$ cat src/rtl/spi_reg_pkg.sv
// Shared constants and address-split helpers for the SPI register bank.
package spi_reg_pkg;
   localparam int SPI_BYTE_W = 8;
   localparam logic [SPI_BYTE_W-1:0] DEFAULT_UNMAPPED_VAL = 8'h99;

   // Width of an index over n items, never narrower than one bit.
   function automatic int idx_w(input int n);
      return (n > 1) ? $clog2(n) : 1;
   endfunction

   function automatic int byte_sel_w(input int reg_bytes);
      return idx_w(reg_bytes);
   endfunction

   function automatic int unsigned addr_reg(input int unsigned addr, input int reg_bytes);
      return addr >> $clog2(reg_bytes);
   endfunction

   function automatic int unsigned addr_byte(input int unsigned addr, input int reg_bytes);
      return addr & unsigned'(reg_bytes - 1);
   endfunction
endpackage

$ cat src/rtl/spi_reg_bank_if.sv
// Byte-level bus between the SPI shifter (master) and the register bank (slave).
interface spi_reg_bank_if
   import spi_reg_pkg::*;
#(
   parameter int ADDR_W = 7
);
   logic                  cs_active;
   logic                  bus_wr_stb;
   logic                  bus_rd_stb;
   logic [ADDR_W-1:0]     bus_addr;
   logic [SPI_BYTE_W-1:0] bus_wdata;
   logic [SPI_BYTE_W-1:0] bus_rdata;

   modport master (
      output cs_active, bus_wr_stb, bus_rd_stb, bus_addr, bus_wdata,
      input  bus_rdata
   );

   modport slave (
      input  cs_active, bus_wr_stb, bus_rd_stb, bus_addr, bus_wdata,
      output bus_rdata
   );
endinterface

$ cat src/rtl/spi_burst_addr.sv
// Burst address tracker: first-strobe flag, auto-increment pointer with wrap,
// and split of the effective byte address into register/byte/mapped.
module spi_burst_addr
   import spi_reg_pkg::*;
#(
   parameter int NUM_REGS  = 16,
   parameter int REG_BYTES = 2,
   parameter int ADDR_W    = 7,
   localparam int REG_W    = idx_w(NUM_REGS),
   localparam int BSEL_W   = byte_sel_w(REG_BYTES)
) (
   input  logic              clk,
   input  logic              reset_n,
   input  logic              cs_active,
   input  logic              stb,
   input  logic [ADDR_W-1:0] bus_addr,
   output logic [REG_W-1:0]  reg_idx,
   output logic [BSEL_W-1:0] byte_idx,
   output logic              mapped
);
   localparam int NUM_BYTES = NUM_REGS * REG_BYTES;

   logic              first;
   logic [ADDR_W-1:0] ptr;
   logic [ADDR_W-1:0] eff_addr;

   // NOTE: every output is assigned on every path through always_comb, so no latch is inferred.
   always_comb begin
      if (first || !cs_active) begin
         eff_addr = bus_addr;
      end else if (ptr == ADDR_W'(NUM_BYTES - 1)) begin
         eff_addr = '0;
      end else begin
         eff_addr = ptr + 1'b1;
      end
      mapped   = 32'(eff_addr) < 32'(NUM_BYTES);
      reg_idx  = REG_W'(addr_reg(32'(eff_addr), REG_BYTES));
      byte_idx = BSEL_W'(addr_byte(32'(eff_addr), REG_BYTES));
   end

   // NOTE: state is updated with non-blocking assignments only, so readers in the same edge see old values.
   always_ff @(posedge clk or negedge reset_n) begin
      if (!reset_n) begin
         ptr   <= '0;
         first <= 1'b1;
      end else if (stb) begin
         ptr   <= eff_addr;
         first <= !cs_active;
      end else if (!cs_active) begin
         first <= 1'b1;
      end
   end
endmodule

$ cat src/rtl/spi_reg_bank.sv
// Parametrised SPI register bank: tear-free multi-byte writes via a staging
// buffer, tear-free multi-byte reads via a snapshot, read-only sourcing, sticky error.
module spi_reg_bank
   import spi_reg_pkg::*;
#(
   parameter int NUM_REGS  = 16,
   parameter int REG_BYTES = 2,
   parameter int ADDR_W    = 7,
   parameter logic [NUM_REGS-1:0] RO_MASK = '0,
   parameter logic [NUM_REGS*REG_BYTES*SPI_BYTE_W-1:0] RESET_VAL = '0,
   parameter logic [SPI_BYTE_W-1:0] UNMAPPED_VAL = DEFAULT_UNMAPPED_VAL
) (
   input  logic                                    clk,
   input  logic                                    reset_n,
   spi_reg_bank_if.slave                           bus,
   output logic [NUM_REGS*REG_BYTES*SPI_BYTE_W-1:0] reg_q,
   output logic [NUM_REGS-1:0]                     reg_upd_stb,
   input  logic [NUM_REGS*REG_BYTES*SPI_BYTE_W-1:0] ro_in,
   output logic [NUM_REGS-1:0]                     ro_rd_stb,
   input  logic                                    err_clr,
   output logic                                    access_err
);
   localparam int REG_W  = idx_w(NUM_REGS);
   localparam int BSEL_W = byte_sel_w(REG_BYTES);
   localparam int RW     = REG_BYTES * SPI_BYTE_W;
   localparam logic [BSEL_W-1:0] TOP_BYTE = BSEL_W'(REG_BYTES - 1);

   typedef logic [REG_BYTES-1:0][SPI_BYTE_W-1:0] word_t;

   word_t                 regs     [NUM_REGS];
   word_t                 ro_words [NUM_REGS];
   word_t                 stg_data;
   logic [REG_BYTES-1:0]  stg_vld;
   logic [REG_W-1:0]      stg_tag;
   word_t                 snap_data;
   logic                  snap_vld;
   logic [REG_W-1:0]      snap_tag;
   logic [SPI_BYTE_W-1:0] rdata;

   logic                  stb;
   logic [REG_W-1:0]      reg_idx;
   logic [BSEL_W-1:0]     byte_idx;
   logic                  mapped;

   logic                  wr;
   logic                  rd;
   logic                  is_ro;
   logic                  err_set;
   word_t                 live_word;
   word_t                 commit_word;

   assign stb           = bus.bus_wr_stb | bus.bus_rd_stb;
   assign bus.bus_rdata = rdata;

   spi_burst_addr #(
      .NUM_REGS  (NUM_REGS),
      .REG_BYTES (REG_BYTES),
      .ADDR_W    (ADDR_W)
   ) u_burst_addr (
      .clk       (clk),
      .reset_n   (reset_n),
      .cs_active (bus.cs_active),
      .stb       (stb),
      .bus_addr  (bus.bus_addr),
      .reg_idx   (reg_idx),
      .byte_idx  (byte_idx),
      .mapped    (mapped)
   );

   for (genvar i = 0; i < NUM_REGS; i++) begin : g_flat
      assign reg_q[i*RW +: RW] = regs[i];
      assign ro_words[i]       = ro_in[i*RW +: RW];
   end

   // A simultaneous read is dropped in favour of the write.
   always_comb begin
      wr        = bus.bus_wr_stb;
      rd        = bus.bus_rd_stb & ~bus.bus_wr_stb;
      is_ro     = mapped & RO_MASK[reg_idx];
      live_word = is_ro ? ro_words[reg_idx] : regs[reg_idx];

      commit_word = regs[reg_idx];
      for (int k = 0; k < REG_BYTES; k++) begin
         if (stg_vld[k] && (stg_tag == reg_idx)) begin
            commit_word[k] = stg_data[k];
         end
      end
      commit_word[TOP_BYTE] = bus.bus_wdata;

      err_set = (wr & bus.bus_rd_stb) | (wr & (~mapped | is_ro)) | (rd & ~mapped);
   end

   // NOTE: the register array is flops with reset (not a RAM) because RESET_VAL must load on reset_n.
   always_ff @(posedge clk or negedge reset_n) begin
      if (!reset_n) begin
         for (int i = 0; i < NUM_REGS; i++) begin
            regs[i] <= RESET_VAL[i*RW +: RW];
         end
         stg_data    <= '0;
         stg_vld     <= '0;
         stg_tag     <= '0;
         snap_data   <= '0;
         snap_vld    <= 1'b0;
         snap_tag    <= '0;
         rdata       <= '0;
         reg_upd_stb <= '0;
         ro_rd_stb   <= '0;
         access_err  <= 1'b0;
      end else begin
         reg_upd_stb <= '0;
         ro_rd_stb   <= '0;

         if (wr && mapped && !is_ro) begin
            if (byte_idx == TOP_BYTE) begin
               regs[reg_idx]        <= commit_word;
               reg_upd_stb[reg_idx] <= 1'b1;
               stg_vld              <= '0;
               snap_vld             <= 1'b0;
            end else if (stg_tag == reg_idx) begin
               stg_vld[byte_idx]  <= 1'b1;
               stg_data[byte_idx] <= bus.bus_wdata;
            end else begin
               // Retag: stale bytes of another register are discarded.
               stg_vld            <= '0;
               stg_vld[byte_idx]  <= 1'b1;
               stg_tag            <= reg_idx;
               stg_data[byte_idx] <= bus.bus_wdata;
            end
         end

         if (rd) begin
            if (!mapped) begin
               rdata <= UNMAPPED_VAL;
            end else if (byte_idx == '0) begin
               snap_data <= live_word;
               snap_vld  <= 1'b1;
               snap_tag  <= reg_idx;
               rdata     <= live_word[0];
               if (is_ro) begin
                  ro_rd_stb[reg_idx] <= 1'b1;
               end
            end else if (snap_vld && (snap_tag == reg_idx)) begin
               rdata <= snap_data[byte_idx];
            end else begin
               rdata <= live_word[byte_idx];
            end
         end

         if (err_set) begin
            access_err <= 1'b1;
         end else if (err_clr) begin
            access_err <= 1'b0;
         end
      end
   end
endmodule

$ cat src/flat_wrapper.sv
// flat-port wrapper written by rule: the top's interface ports become plain ports
module spi_reg_bank_flat import spi_reg_pkg::*;
#(
   parameter int NUM_REGS  = 16,
   parameter int REG_BYTES = 2,
   parameter int ADDR_W    = 7,
   parameter logic [NUM_REGS-1:0] RO_MASK = '0,
   parameter logic [NUM_REGS*REG_BYTES*SPI_BYTE_W-1:0] RESET_VAL = '0,
   parameter logic [SPI_BYTE_W-1:0] UNMAPPED_VAL = DEFAULT_UNMAPPED_VAL
)
  (clk, reset_n, reg_q, reg_upd_stb, ro_in, ro_rd_stb, err_clr, access_err, bus_cs_active, bus_bus_wr_stb, bus_bus_rd_stb, bus_bus_addr, bus_bus_wdata, bus_bus_rdata);
  spi_reg_bank_if #(.ADDR_W(ADDR_W)) bus_i ();
  input  logic clk;
  input  logic reset_n;
  output logic [NUM_REGS*REG_BYTES*SPI_BYTE_W-1:0] reg_q;
  output logic [NUM_REGS-1:0] reg_upd_stb;
  input  logic [NUM_REGS*REG_BYTES*SPI_BYTE_W-1:0] ro_in;
  output logic [NUM_REGS-1:0] ro_rd_stb;
  input  logic err_clr;
  output logic access_err;
  input wire logic [$bits(bus_i.cs_active)-1:0] bus_cs_active;
  input wire logic [$bits(bus_i.bus_wr_stb)-1:0] bus_bus_wr_stb;
  input wire logic [$bits(bus_i.bus_rd_stb)-1:0] bus_bus_rd_stb;
  input wire logic [$bits(bus_i.bus_addr)-1:0] bus_bus_addr;
  input wire logic [$bits(bus_i.bus_wdata)-1:0] bus_bus_wdata;
  output wire logic [$bits(bus_i.bus_rdata)-1:0] bus_bus_rdata;
  assign bus_i.cs_active = bus_cs_active;
  assign bus_i.bus_wr_stb = bus_bus_wr_stb;
  assign bus_i.bus_rd_stb = bus_bus_rd_stb;
  assign bus_i.bus_addr = bus_bus_addr;
  assign bus_i.bus_wdata = bus_bus_wdata;
  assign bus_bus_rdata = bus_i.bus_rdata;
  spi_reg_bank #(.NUM_REGS(NUM_REGS), .REG_BYTES(REG_BYTES), .ADDR_W(ADDR_W), .RO_MASK(RO_MASK), .RESET_VAL(RESET_VAL), .UNMAPPED_VAL(UNMAPPED_VAL)) u_core (.clk(clk), .reset_n(reset_n), .bus(bus_i), .reg_q(reg_q), .reg_upd_stb(reg_upd_stb), .ro_in(ro_in), .ro_rd_stb(ro_rd_stb), .err_clr(err_clr), .access_err(access_err));
endmodule
$ cat config.mk
export PLATFORM = sky130hd
export DESIGN_NAME = spi_reg_bank_flat
export DESIGN_NICKNAME = d
export VERILOG_FILES = /design/src/rtl/spi_reg_pkg.sv /design/src/rtl/spi_reg_bank_if.sv /design/src/rtl/spi_burst_addr.sv /design/src/rtl/spi_reg_bank.sv /design/src/flat_wrapper.sv
export SDC_FILE = /design/constraint.sdc
export NUM_CORES = 1
export LEC_CHECK = 0
export ABC_CLOCK_PERIOD_IN_PS = 3200
export CAP_MARGIN = 10
export CORE_AREA = 2 2 223 225
export DETAILED_ROUTE_END_ITERATION = 16
export DIE_AREA = 0 0 225 227
export PLACE_DENSITY = 0.72
export SLEW_MARGIN = 5
export SYNTH_ARGS = -nofsm -noshare
export SYNTH_HDL_FRONTEND = slang
export SYNTH_SLANG_ARGS = --single-unit
$ cat constraint.sdc
create_clock -name clk -period 3.2 [get_ports clk]
set_clock_uncertainty 0.15 [all_clocks]
set_input_delay 0.64 -clock clk [delete_from_list [all_inputs] [get_ports clk]]
set_output_delay 0.64 -clock clk [all_outputs]
set_load 0.01 [all_outputs]
* Yosys cells after proc, flatten, opt, wreduce, memory -nomap -nowiden *
Memories as Yosys holds them, arrays and structs flattened.
Cells that the tools add are included.
Widths: inputs -> output; s select.

word-level totals
  output and inout port bits = 297
  bits in writable memories = 0
  memories = 1
  bits in latches = 0
  bits in registers = 340
  ROM bits = 16
  word-level logic and storage cells = 131

cells by class
  reduce and logical (&&, ||, !) cells = 15
  bitwise gates (word level) = 15
  shift operators = 0
  multiply operators = 0
  equality and inequality tests = 4
  div/mod/pow operators = 0
  order comparisons = 7
  multiplexer cells = 43
  add/subtract/negate cells = 1

memory list
  name              words  bits a word  read ports  clocked after Yosys merged registers in  write ports  line                RTL
  (name not given)  16     1            1           0                                        0            spi_reg_bank.sv:79  is_ro = mapped & RO_MASK[reg_idx];

operator list
  cell                 number
  $bwmux 256           1
  $mux 16              12
  $bmux 16 s4          2
  $demux 16 s4         1
  $mux 8               7
  $bwmux 16            1
  $mux 7               2
  $mux 1               12
  $demux 8 s1          1
  $eq 4x4->1           2
  $add 7x1->7 const B  1
  $eq 7x5->1 const B   1
  $logic_and 1x1->1    7
  $lt 7x6->1 const B   1
  $reduce_and 3->1     2
  $and 1x1->1          5
  $ge 5x5->1 const B   1
  $lt 4x5->1 const B   1
  $lt 5x1->1 const B   1
  $not 4->5            1
  $demux 1 s4          1
  $ge 4x1->1 const B   1
  $mux 2               2
  $not 1->1            4
  10 further kinds     15

* Longest topological paths before layout *
  word-level depth = 12
  gate-level depth with buffers = 12

* Modules after synthesis *
Synthesis repeated with hierarchy kept, for this count alone.

unflattened totals
  cells, all modules = 1,058
  area, all modules = 14,498.9 um2

modules (own cells, without submodules)
  module          cells each  instances  area each (um2)
  spi_reg_bank    987         1          13,872.1
  spi_burst_addr  71          1          626.9

* Worst setup path after synthesis *
No wires, ideal clock.

  path kind = input to register
  start point = in bus_cs_active
  end point = reg u_core.rdata[3] (netlist: u_core.bus.bus_rdata[3])
  required time = 2,973 ps
  cell stages on the path = 10
  path slack = 215 ps
  arrival = 2,758 ps
  cell sequence = nor2b_1 -> buf_2 -> mux2i_1 -> clkbuf_1 -> buf_2 -> clkbuf_1 -> mux2_2 -> a211oi_1 -> o21ai_0 -> a21oi_1

on the way
  word-level cells in the longest chain between the ends = 12

ends and longest elaborated chain
  element                                                               line                  RTL
  start, declared                                                       flat_wrapper.sv:21    input wire logic [$bits(bus_i.cs_active)-1:0] bus_cs_active;
  $logic_not 1->1 *                                                     spi_burst_addr.sv:29  if (first || !cs_active) begin
  $logic_or 1x1->1 *                                                    spi_burst_addr.sv:29
  $mux 7 *                                                              spi_burst_addr.sv:29
  parallel branches: the longest is 8 deep, another holds $mem_v2 16x1  -
  $mux 8 *                                                              spi_reg_bank.sv:132   if (!mapped) begin
  end signal, assigned                                                  spi_reg_bank.sv:138   rdata <= live_word[0];
  end signal, assigned                                                  spi_reg_bank.sv:143   rdata <= snap_data[byte_idx];
  end signal, assigned                                                  spi_reg_bank.sv:145   rdata <= live_word[byte_idx];
  end, declared                                                         spi_reg_bank.sv:38    logic [SPI_BYTE_W-1:0] rdata;

Every way passes the cells marked *. The select of a mux whose other input is x is not followed.
A chain may end at the register's enable or synchronous reset.

* Worst setup path after layout *
  start point = reg u_core.u_burst_addr.ptr[1]
  end point = reg u_core.regs (netlist bit u_core.reg_q[52])

on the way
  word-level cells in the longest chain between the ends = 9

ends and longest elaborated chain
  element                                                                line                                        RTL
  start, declared                                                        spi_burst_addr.sv:24                        logic [ADDR_W-1:0] ptr;
  start signal, assigned                                                 spi_burst_addr.sv:47                        ptr <= eff_addr;
  $add 7x1->7 or $eq 7x5->1 (tied branches)                              spi_burst_addr.sv:34, spi_burst_addr.sv:31
  $mux 7 *                                                               spi_burst_addr.sv:31                        end else if (ptr == ADDR_W'(NUM_BYTES - 1)) begin
  $mux 7 *                                                               spi_burst_addr.sv:29
  $not 4->5 (implied by the code) or $mem_v2 16x1 (tied branches)        -
  $ge 5x5->1 (implied by the code), or another cell as far along         spi_reg_bank.sv:115                         regs[reg_idx] <= commit_word;
  $logic_and 1x1->1 (implied by the code), or another cell as far along  spi_reg_bank.sv:115
  $mux 16 (implied by the code), or another cell as far along            spi_reg_bank.sv:115
  $demux 16 s4, or another cell as far along                             spi_reg_bank.sv:115
  $bwmux 256 or $reduce_and 2->1 (tied branches)                         -
  end signal, assigned by index                                          spi_reg_bank.sv:97                          regs[i] <= RESET_VAL[i*RW +: RW];
  end signal, assigned by index                                          spi_reg_bank.sv:115
  end, declared                                                          spi_reg_bank.sv:30                          word_t regs [NUM_REGS];

Mark *: on every way between the ends. The rest lies on a longest branch, timed or not. The select of a mux whose other input is x is not followed.

==> key figures <==
Timing
  – Clock period minus final worst setup slack: 3070 ps
  – Final setup fails: 0
  – Final hold viol count: 0
  – Fmax: 326 MHz
  – Slew @ Worst Pin: 907 ps
  – Rel. slew slack: 39.3%
  – RSZ-0062 raised after global routing: no
  – Pins Over Slew Limit: 0
  – Fin crit share: 95.8%

Placed design
  – Post-DP HPWL: 42,500 um
  – Placer Congestion: 0.895
  – Port bufs: 301

Pwr
  – Tot Pwr: 15.1 mW
  – Maximum vdd drop: 0.000446 V
  – Static leakage: 9.72 nW
  – Power Density: 695 nW/um^2

Routing
  – Remaining antenna violation count: 0
  – DR vias: 13,509
  – Drt drc: 0
  – DR iter-0 viols: 1,342
  – DR vias/cell: 5.31
  – DRT Pass-1 Iters: 5
  – Routed WL: 58,600 um
  – DR WL/cell: 23.0 um

CTS
  – Reg clk slew, reported paths: 60 ps
  – Clock buffer depth: 3
  – Clock Sinks: 315
  – Root Driver: clkbuf_16
  – TritonCTS buffer count: 38
  – Postcts setup bufs: 0
  – CTS HTree Levels: 2
  – TritonCTS clock tree: yes
  – Worst-Skew Late Latency: 560 ps

Final layout
  – Layout overhead on the synthesized area: 43.5%
  – Fillcell total: 4,479
  – Multi-input gate area: 6530 um^2
  – Final nets: 2,172
  – Antenna cells: 0
  – Fraction of layout cells with a size suffix above 1: 21.1%
  – Final core occ: 44.7%
  – Reg area: 7880 um^2

Synth
  – Post-synth top area cell: dfrtp_1
  – Ys async rst share: 100%
  – Synth top area cells: dfrtp_1 52%, mux2_2 7.1%, nand2_1 6.4%, mux2i_1 6.4%, a31oi_1 4.7%
  – Post-synthesis sequential area ratio: 52.1%
  – Synth top area share: 51.9%
  – Synth warn: 0
  – Number of synthesized flops with an enable pin: 0
  – Cells after synthesis: 1,477
  – Most common cell in the synthesized netlist: dfrtp_1
  – Mean Syn Cell Area: 10.2 um^2
  – Ys flop type: dfrtp_1
  – Post-synth top cells: 314 x dfrtp_1, 260 x nand2_1, 125 x nor2_1, 114 x a31oi_1, 97 x mux2i_1
  – FF+latch count, synth: 315
  – Netlist cell types: 64
  – Mapped Area: 15,100 um^2

GRT
  – GRT busiest layer: met2
  – First-pass GRT wire length: 87,400 um
  – Largest net degree at the start of global routing: 77
  – M3 GR Usage: 6.70%
  – Grt ovf: 0
  – GRT Util Overall: 22.8%
  – GR Util met1: 29.8%
  – Initial antenna violation count: 0
  – Met2 global-route usage: 36.7%
  – Number of global-route vias before repair: 13,553

Floorplan
  – Die height: 227 um
  – Die area: 51,100 um^2
  – Die W: 225 um
  – Rows: 81
  – Boundary Pins: 574
  – Initial Util: 31.2%
  – Core area: 48,500 um^2

Setup path
  – Crit Path Class: reg2reg
  – Crit path max fanout: 18
  – Critical Path Sink Type: flop
  – R2R setup slack: 130 ps
  – WP data arrival: 3400 ps
  – Crit start category: flop
  – CP Data Required Time: 3530 ps

Flow run
  – Max-Cap Viols: 0

Hold path
  – Hold WC Path Type: reg2reg

Outcome
  – Status: finished, final reports clean
## worst max-delay path: stages (launching register included)
cell     delay [ps]
dfrtp_1         400
ha_2            270
nand4_2         200
xnor2_1         250
a311o_2         220
nand4_1         150
buf_4           240
or4_1           570
inv_2           150
buf_12          180
nor2_1           60
a31oi_1         150
## cell families (layout without fill, tap and decap cells)
family | count (synthesis) | in the layout | synth area share (%)
buffers and inverters | 164 | 594 | 5.50
XOR/XNOR | 14 | 14 | 0.810
multiplexers | 198 | 198 | 13.9
other | 1 | 16 | 0.0248
AND/OR/NAND/NOR | 489 | 489 | 14.5
flip-flops | 315 | 315 | 52.1
adder cells (fa/ha/maj) | 1 | 1 | 0.0826
AO/OA/AOI/OAI | 295 | 295 | 13.1
## worst paths after layout
kind | start | to | depth (start not counted)
min reg2reg | u_core.u_burst_addr.first | u_core.u_burst_addr.first | 2
max reg2reg | u_core.u_burst_addr.ptr[1] | u_core.reg_q[52] | 11
max in group asynchronous | reset_n | u_core.u_burst_addr.first | 3
min in group asynchronous | reset_n | u_core.reg_upd_stb[6] | 2
max | u_core.u_burst_addr.ptr[1] | u_core.reg_q[52] | 11
min | u_core.u_burst_addr.first | u_core.u_burst_addr.first | 2
## registers in the layout, indices dropped and copies added (netlist names)
register                   cells
u_core.access_err              1
u_core.bus.bus_rdata           8
u_core.snap_tag                4
u_core.snap_data               8
u_core.stg_vld                 1
u_core.reg_upd_stb            16
u_core.snap_vld                1
u_core.stg_data                8
u_core.stg_tag                 4
u_core.u_burst_addr.first      1
u_core.reg_q                 256
u_core.u_burst_addr.ptr        7
## metal layers
metal | share of wire (%) | up-vias
li1 | - | 6039
met1 | 41 | 6736
met2 | 47 | 633
met3 | 9.3 | 101
met4 | 2.9 | 0
met5 | 0 | -
## where the power goes
| part | internal (mW) | switching (mW) |
|---|---|---|
| Clock | 2.53 | 1.83 |
| Sequential | 4.86 | 0.863 |
| Combinational | 2.63 | 2.39 |
## metrics by stage
stage | hold slack [ps] | setup TNS, ps | worst slack [ps] | cells | area (um^2)
final | 332 | 0 | 133 | 2544 | 21700
after global routing | 361 | 0 | 8.77 | 2544 | 21700
after CTS | 333 | 0 | 88.8 | 2544 | 21700
after detailed placement | 318 | -72070 | -397 | 2475 | 20500
after global placement | 307 | -63890 | -333 | 2475 | 20500
after floorplan | 194 | 0 | 215 | 1492 | 15200
## cells in the final DEF (no fill, tap or decap), types with 5 or more instances in the layout
cell and instances:
dfrtp_1 314, o32ai_1 8, nor2_1 125, conb_1 16, nand2_1 260, clkbuf_8 7, o2111a_1 7, inv_1 22
a31oi_1 114, nor4_4 6, mux2_2 95, o22ai_1 8, o21ai_4 6, clkinv_2 10, nand3_1 32, clkdlybuf4s50_1 300
nor3_1 6, and3_1 9, a32o_1 13, mux2_1 6, a211oi_1 5, mux2i_1 96, nand2_2 9, a21oi_1 19
clkbuf_16 38, buf_4 143, o31ai_1 6, o21ai_1 6, buf_12 53, o211ai_1 25, nand4_1 15, o21ai_0 61
xnor2_1 10
## cell type report
cell class	count	share of cell area, %
flip-flops and latches	315	36.3
multi-input cells	1013	30.1
repair buffers	499	23.8
clock buffers	49	4.89
well taps	622	3.58
clock inverters	19	0.841
inverters	27	0.472
## repair_timing
action,CTS,global route
resized for setup,0,4
endpoints found under the setup margin,0,38
hold buffers,1,0
hold endpoints to repair,70,0
Power figures use the tool's default switching activity.
